===== config.mk =====
export PLATFORM = sky130hd
export DESIGN_NAME = bcd_to_binary_converter
export DESIGN_NICKNAME = d
export VERILOG_FILES = /design/src/rtl/bcd_to_binary_converter.sv
export SDC_FILE = /design/constraint.sdc
export NUM_CORES = 1
export LEC_CHECK = 0
export CAP_MARGIN = 20
export CORE_UTILIZATION = 50
export DETAILED_ROUTE_END_ITERATION = 7
export GPL_ROUTABILITY_DRIVEN = 1
export HOLD_SLACK_MARGIN = 0.12
export PLACE_DENSITY = 0.73
export SYNTH_ARGS = -nofsm -noshare
export SYNTH_HDL_FRONTEND = slang
export SYNTH_SLANG_ARGS = --single-unit

===== constraint.sdc =====
create_clock -name clk -period 1.9 [get_ports clk]
set_clock_uncertainty 0.15 [all_clocks]
set_input_delay 0.475 -clock clk [delete_from_list [all_inputs] [get_ports clk]]
set_output_delay 0.475 -clock clk [all_outputs]
set_load 0.02 [all_outputs]

===== src/rtl/bcd_to_binary_converter.sv =====
// Three-digit packed BCD to N-bit binary converter using the shift-right
// (reverse double-dabble) algorithm, one bit per clock.
module bcd_to_binary_converter #(
  parameter int BINARY_DATA_SIZE = 10
) (
  input  logic                        clk,
  input  logic                        reset_n,
  input  logic [11:0]                 bcd_data,
  input  logic                        start_conversion,
  output logic [BINARY_DATA_SIZE-1:0] binary_data,
  output logic                        conversion_complete,
  output logic                        busy,
  output logic                        invalid_digit,
  output logic                        overflow
);

  localparam int N    = BINARY_DATA_SIZE;
  localparam int SR_W = 12 + N;

  typedef enum logic [1:0] {
    IDLE  = 2'd0,
    SHIFT = 2'd1,
    DONE  = 2'd2
  } state_t;

  state_t          state;
  state_t          next_state;
  logic [SR_W-1:0] shift_reg;
  logic [SR_W-1:0] shifted;
  logic [SR_W-1:0] corrected;
  logic [4:0]      iter_count;
  logic            digits_valid;
  logic            last_iter;

  assign digits_valid = (bcd_data[11:8] <= 4'd9) &&
                        (bcd_data[7:4]  <= 4'd9) &&
                        (bcd_data[3:0]  <= 4'd9);

  assign last_iter = (iter_count == 5'(N - 1));

  // A digit of 8 or more after the shift holds a half-ten (5) borrowed from
  // the digit above; taking 3 off turns that binary weight back into BCD.
  always_comb begin
    shifted   = shift_reg >> 1;
    corrected = shifted;
    for (int d = 0; d < 3; d++) begin
      if (shifted[N + 4*d +: 4] >= 4'd8) begin
        corrected[N + 4*d +: 4] = shifted[N + 4*d +: 4] - 4'd3;
      end
    end
  end

  always_ff @(posedge clk or negedge reset_n) begin
    if (!reset_n) begin
      state <= IDLE;
    end else begin
      state <= next_state;
    end
  end

  always_comb begin
    next_state = state;
    case (state)
      IDLE: begin
        if (start_conversion) begin
          next_state = digits_valid ? SHIFT : DONE;
        end
      end
      SHIFT: begin
        if (last_iter) begin
          next_state = DONE;
        end
      end
      DONE:    next_state = IDLE;
      default: next_state = IDLE;
    endcase
  end

  always_comb begin
    conversion_complete = (state == DONE);
    busy                = (state != IDLE);
  end

  // Whatever remains in the BCD field after N shifts is value >> N, so any
  // nonzero residue means the result did not fit in N bits.
  always_ff @(posedge clk or negedge reset_n) begin
    if (!reset_n) begin
      shift_reg     <= '0;
      iter_count    <= '0;
      binary_data   <= '0;
      invalid_digit <= 1'b0;
      overflow      <= 1'b0;
    end else begin
      case (state)
        IDLE: begin
          if (start_conversion) begin
            if (digits_valid) begin
              shift_reg  <= {bcd_data, {N{1'b0}}};
              iter_count <= '0;
            end else begin
              binary_data   <= '0;
              invalid_digit <= 1'b1;
              overflow      <= 1'b0;
            end
          end
        end
        SHIFT: begin
          shift_reg  <= corrected;
          iter_count <= iter_count + 5'd1;
          if (last_iter) begin
            binary_data   <= corrected[N-1:0];
            overflow      <= |corrected[SR_W-1:N];
            invalid_digit <= 1'b0;
          end
        end
        default: begin
        end
      endcase
    end
  end

endmodule

==> flow_summary.yaml, run 1 <==
power:
  sw_frac_of_total_pct: 37.6
  p_comb_share_pct: 36.2
  power_mw: 3.35
  seqPwrFrac_pct: 43.0
  switchingPower_mw: 1.26
  p_clk_share_pct: 20.9
  internal-power_mw: 2.09
  vdd_drop_max_uv: 930
  power_density_mw_per_mm2: 1280
  leakage_nw: 1.50
routing:
  vias: 1576
  viasPerCell: 5.49
  routed_wl_um: 4480
  ant_nets: 0
  first_pass_iters: 4
  drc_errors: 0
  drtIter0Drc: 124
  wl_per_cell_um: 15.6
critical_path:
  crit_path_end_kind: "register"
  reg2regPathDepth: 5
  reg2reg_to: "binary_data[6]"
  r2r-start: "state[0]"
  worstPathRequired_ns: 1.92
  crit_chain: "clkdlybuf4s50_1, o21ai_4, a311o_1, a21o_2, a22o_1"
  worstPathArrival_ns: 1.90
  r2r_slack_ns: 0.09
  slowest_delay_ns: 0.52
  critical_path.startpoint_type: "primary input"
  crit_path_top_delay_cell: "clkdlybuf4s50_1"
  critPathMaxFanout: 6
  worstSetupPathType: "primary input to register"
placed_design:
  post_dp_cell_area_mm2: 0.00240
  place_congestion: 0.755
  place_hpwl_um: 3150
  portBuffers: 28
  placed_cells: 275
  post-place-ws_ns: -0.373
yosys:
  synthFlopType: "dfrtp_1"
  ys_types: 37
  async_flop_share_pct: 100
  syn_avg_cell_area_um2: 10.2
  syn_area_mm2: 0.00200
  synth_edf_count: 0
  synth_nets: 217
  yosys_register_bits: 40
  seq_area_frac_synth_pct: 50.1
  synth_cells: 196
  yosysWarnings: 0
cells_and_area:
  post_route_cells_drive_above_1_share_pct: 17.6
  layout.nets: 259
  final_common_cell: "dfrtp_1"
  fillCellCount: 283
  most-common-layout-cells: "dfrtp_1, nand2_1, dlymetal6s2s_1, o21ai_0, buf_4"
  n_antenna_cell: 0
  layoutNonFillerInstCount: 287
  largest_reg_flops: 21
  finalInstanceArea_mm2: 0.00261
  syn2layout_area_growth_pct: 30.8
clocking:
  cts_tree: "done"
  cts_sinks: 40
  cts_buffer_depth: 2
  htree_levels: 2
  path_clk_slew_ns: 0.09
  clkLatencyLatePin_ns: 0.29
  cts-root-buf: "clkbuf_8"
  cts_buffers: 5
global_route:
  grt_max_degree: 25
  overflow: 0
  grt_use_total_pct: 22.8
  first_global_vias: 1592
  antenna_found_initial: 0
  grt_first_pass_wirelength_um: 7360
sta:
  hold_viol: 0
  relSlewSlack_pct: 56.9
  fmax_mhz: 532
  slew_viol_final: 0
  period_needed_ns: 1.88
  tightest_slew_ns: 0.646
  fin_setup_tns_ns: 0
  fin_ws_ns: 0.0213
  period_share_pct: 98.9
  setup_viol: 0
min_path:
  hold_class: "register to register"
  whs_path_depth: 1
  hp-start: "binary_data[1]"
  hold_path_end: "binary_data[1]"
floorplan:
  ios: 29
  start_util_pct: 53.3
  row_count: 22
  die_y_um: 65.2
  core-area_mm2: 0.00374
  dieArea_mm2: 0.00425
  dieWidth_um: 65.2
run:
  drv_cap: 0
status:
  status: "completed"
[logic make-up (layout without fill, tap and decap cells)]
family | after synthesis | in the layout | share of synthesized area (%)
and+or+nand+nor | 67 | 67 | 17.3
AOI/OAI and AO/OA | 47 | 48 | 16.3
DFF | 40 | 40 | 50.1
buffers and inverters | 21 | 63 | 5.20
muxes | 11 | 11 | 5.58
adders and majority gates | 6 | 6 | 3.76
xor gates and xnor gates | 4 | 4 | 1.75
[area by class of cell]
cell class	instances	area [um2]	area share, %
tap	48	60.1	2.30
timing repair buffer	46	482	18.4
inverter	9	33.8	1.29
clock buffer	5	68.8	2.64
sequential	40	1000	38.4
multi-input combinational	136	918	35.2
clock inverter	3	46.3	1.77
[synth_stat cells (3+ instances only)]
library cell,number,area [um2]
clkbuf_1,6,22.5
o21ai_0,16,80.1
inv_1,9,33.8
dfrtp_1,40,1000
o21ai_2,3,26.3
nand2b_1,3,18.8
mux2i_1,10,100
a21oi_1,7,35.0
nor2_1,8,30.0
ha_1,6,75.1
nand2_1,30,113
nand3_1,13,65.1
a22o_1,11,96.3
[worst max-delay path by stage]
stage              startpoint        endpoint  depth (start not counted)
2_1_floorplan     bcd_data[1]  binary_data[0]                          5
3_3_place_gp      bcd_data[1]        overflow                          5
3_5_place_dp      bcd_data[1]        overflow                          5
4_1_cts        binary_data[5]  binary_data[5]                          1
5_1_grt           bcd_data[6]        overflow                          5
6_report          bcd_data[6]  binary_data[6]                          5
[critical path, delay by kind of cell]
family	cells	cell delay, ns
compound gates	4	0.91
buf+inv	1	0.52
[power by group through the flow]
stage               Combinational [mW]  Clock [mW]  Sequential, mW
floorplan                        0.861           0            1.35
global placement                  1.11           0            1.41
detailed placement                1.16           0            1.45
CTS                               1.17       0.710            1.43
global route                      1.36       0.745            1.47
finish                            1.21       0.698            1.44
[layer usage]
metal | vias to the layer above | global-route usage, % | wire (um)
li1 | 769 | - | -
met1 | 771 | 30.5 | 2010
met2 | 36 | 38.4 | 2300
met3 | 0 | 3.82 | 165
met4 | 0 | 5.71 | 0
met5 | - | 0 | 0
[through the flow]
step | utilization [%] | hold WS (ns)
global placement | 64.1 | 0.284
floorplan | - | 0.0294
CTS | 67.6 | 0.353
global route | 69.8 | 0.377
detailed placement | 64.1 | 0.284
finish | 69.8 | 0.350
[what timing repair did]
action                                 in CTS  in global routing
endpoints found under the hold margin      16                  0
hold buffers                                1                  0
resized for setup                           6                 25
setup buffers                               0                  2
setup endpoints to repair                  14                 34
pin swaps                                   1                  4
cloned                                      0                  1
No activity file was read; power rests on OpenSTA's default activity.
==> run 2: changes to the inputs <==
- CORE_ASPECT_RATIO: unset -> 0.7
- clock period: 1.9 -> 1.75 ns (I/O delays scaled with it)
==> run 2 against run 1 <==
Against the previous run:
- sequential power grew 3%
- flip-flop and latch count is the same
- largest power group unchanged
- clock power shrank 18%
- via count grew 2.7%
- die area grew 0.10%
- core utilization is essentially flat
- register-to-register slack lost 0.04 ns
- routed wire length grew 1.7%
- non-clock buffer count grew 6
- critical endpoint is now conversion_complete
- sequential share of layout area grew 0.70 points
- clock-buffer cell count grew 1
- cell area shrank 1.9%
==> flow_summary.yaml, run 2 (synthesis results as in run 1) <==
cells_and_area:
  fin_util_pct: 69.8
  layoutNonFillerInstCount: 294
  largest_reg_flops: 21
  finalInstanceArea_mm2: 0.00256
  layout.nets: 265
  most-common-layout-cells: "dfrtp_1, nand2_1, dlygate4sd2_1, buf_4, o21ai_0"
  final_common_cell: "dfrtp_1"
  post_route_cells_drive_above_1_share_pct: 20.1
  n_antenna_cell: 0
  syn2layout_area_growth_pct: 28.3
status:
  status: "completed"
critical_path:
  reg2reg_to: "iter_count[4]"
  worstPathArrival_ns: 1.13
  path_depth: 2
  r2r_slack_ns: 0.05
  critical_path.startpoint_type: "register"
  crit_path_top_delay_cell: "dfrtp_1"
  crit_path_end_kind: "output port"
  worstPathRequired_ns: 1.16
  cp_num_buf_inv: 1
  critPathMaxFanout: 3
  crit_chain: "nor2b_1, clkdlybuf4s15_2"
  r2r-start: "state[1]"
  reg2regPathDepth: 5
  worstSetupPathType: "register to output port"
  slowest_delay_ns: 0.38
  cpLargestDelayFamily: "flip-flops"
clocking:
  cts_buffer_depth: 2
  path_clk_slew_ns: 0.07
  post_cts_buffers: 0
  cts-root-buf: "clkbuf_8"
  cts_tree: "done"
  cts_sinks: 40
  cts_buffers: 5
  clkLatencyLatePin_ns: 0.29
  htree_levels: 2
placed_design:
  post_dp_cell_area_mm2: 0.00245
  place_hpwl_um: 3200
  placed_cells: 285
  place_congestion: 0.803
  portBuffers: 28
  post-place-ws_ns: -0.508
floorplan:
  die_y_um: 54.9
  ios: 29
  row_count: 18
  core-area_mm2: 0.00367
  dieArea_mm2: 0.00425
  start_util_pct: 54.4
  dieWidth_um: 77.5
global_route:
  antenna_found_initial: 0
  grt_first_pass_wirelength_um: 7560
  grt_max_degree: 30
  overflow: 0
  grt_use_total_pct: 24.4
  first_global_vias: 1571
routing:
  drc_errors: 0
  viasPerCell: 5.51
  ant_nets: 0
  wl_per_cell_um: 15.5
  first_pass_iters: 4
  routed_wl_um: 4550
  drtIter0Drc: 102
  vias: 1619
sta:
  holdWs_ns: 0.347
  setup_viol: 0
  hold_viol: 0
  period_needed_ns: 1.72
  period_share_pct: 98.1
  rsz0062_at_grt: "yes"
  fin_setup_tns_ns: 0
  slew_viol_final: 0
  relSlewSlack_pct: 70.6
  tightest_slew_ns: 0.441
  fmax_mhz: 582
  fin_ws_ns: 0.0325
min_path:
  whs_path_depth: 1
  hold_class: "register to register"
  hold_path_end: "binary_data[1]"
  hp-start: "binary_data[1]"
run:
  drv_cap: 0
power:
  vdd_drop_max_uv: 776
  power_mw: 3.55
  power_density_mw_per_mm2: 1390
  leakage_nw: 1.31
## run 2: cell count changes in the layout (fill, tap and decap cells not counted), moves of 2 or more
cell	change
clkdlybuf4s50_1	-2
buf_4	+7
dlymetal6s2s_1	-19
dlygate4sd2_1	+20
## run 2: layout make-up
| class | instances | area [um2] |
|---|---|---|
| fillers | 276 | 1110 |
| multi-input cells | 136 | 943 |
| clock inverters | 1 | 5.00 |
| flip-flops and latches | 40 | 1000 |
| repair buffers | 52 | 443 |
| clock buffers | 6 | 72.6 |
| inverters | 9 | 33.8 |
| well taps | 50 | 62.6 |
## run 2: per-layer routing
layer  up-vias  wire [um]  GRT usage (%)
met5         -          0              0
met4         0         47           11.0
met3         4        213           4.67
met2        40       2080           39.5
met1       794       2210           32.6
li1        781          -              -
## run 2: power breakdown
group          switching, mW  internal [mW]  total, mW  leakage (nW)
clock                  0.302          0.271      0.573        0.0410
sequential             0.268           1.22       1.49         0.522
combinational          0.803          0.687       1.49         0.751
total                   1.37           2.18       3.55          1.31
## run 2: worst max-delay path by stage
stage             startpoint                   to  slack, ns
2_1_floorplan  shift_reg[15]             overflow       0.08
3_3_place_gp     bcd_data[1]             overflow      -0.47
3_5_place_dp     bcd_data[1]             overflow      -0.51
4_1_cts             state[0]                 busy      0.004
5_1_grt             state[1]  conversion_complete      -0.03
6_report            state[1]  conversion_complete       0.03
## run 2: repair_timing
item,CTS,global route
hold buffers,1,0
setup endpoints to repair,40,15
resized for setup,31,8
pin swaps,3,0
gates cloned,1,0
hold endpoints to repair,17,0
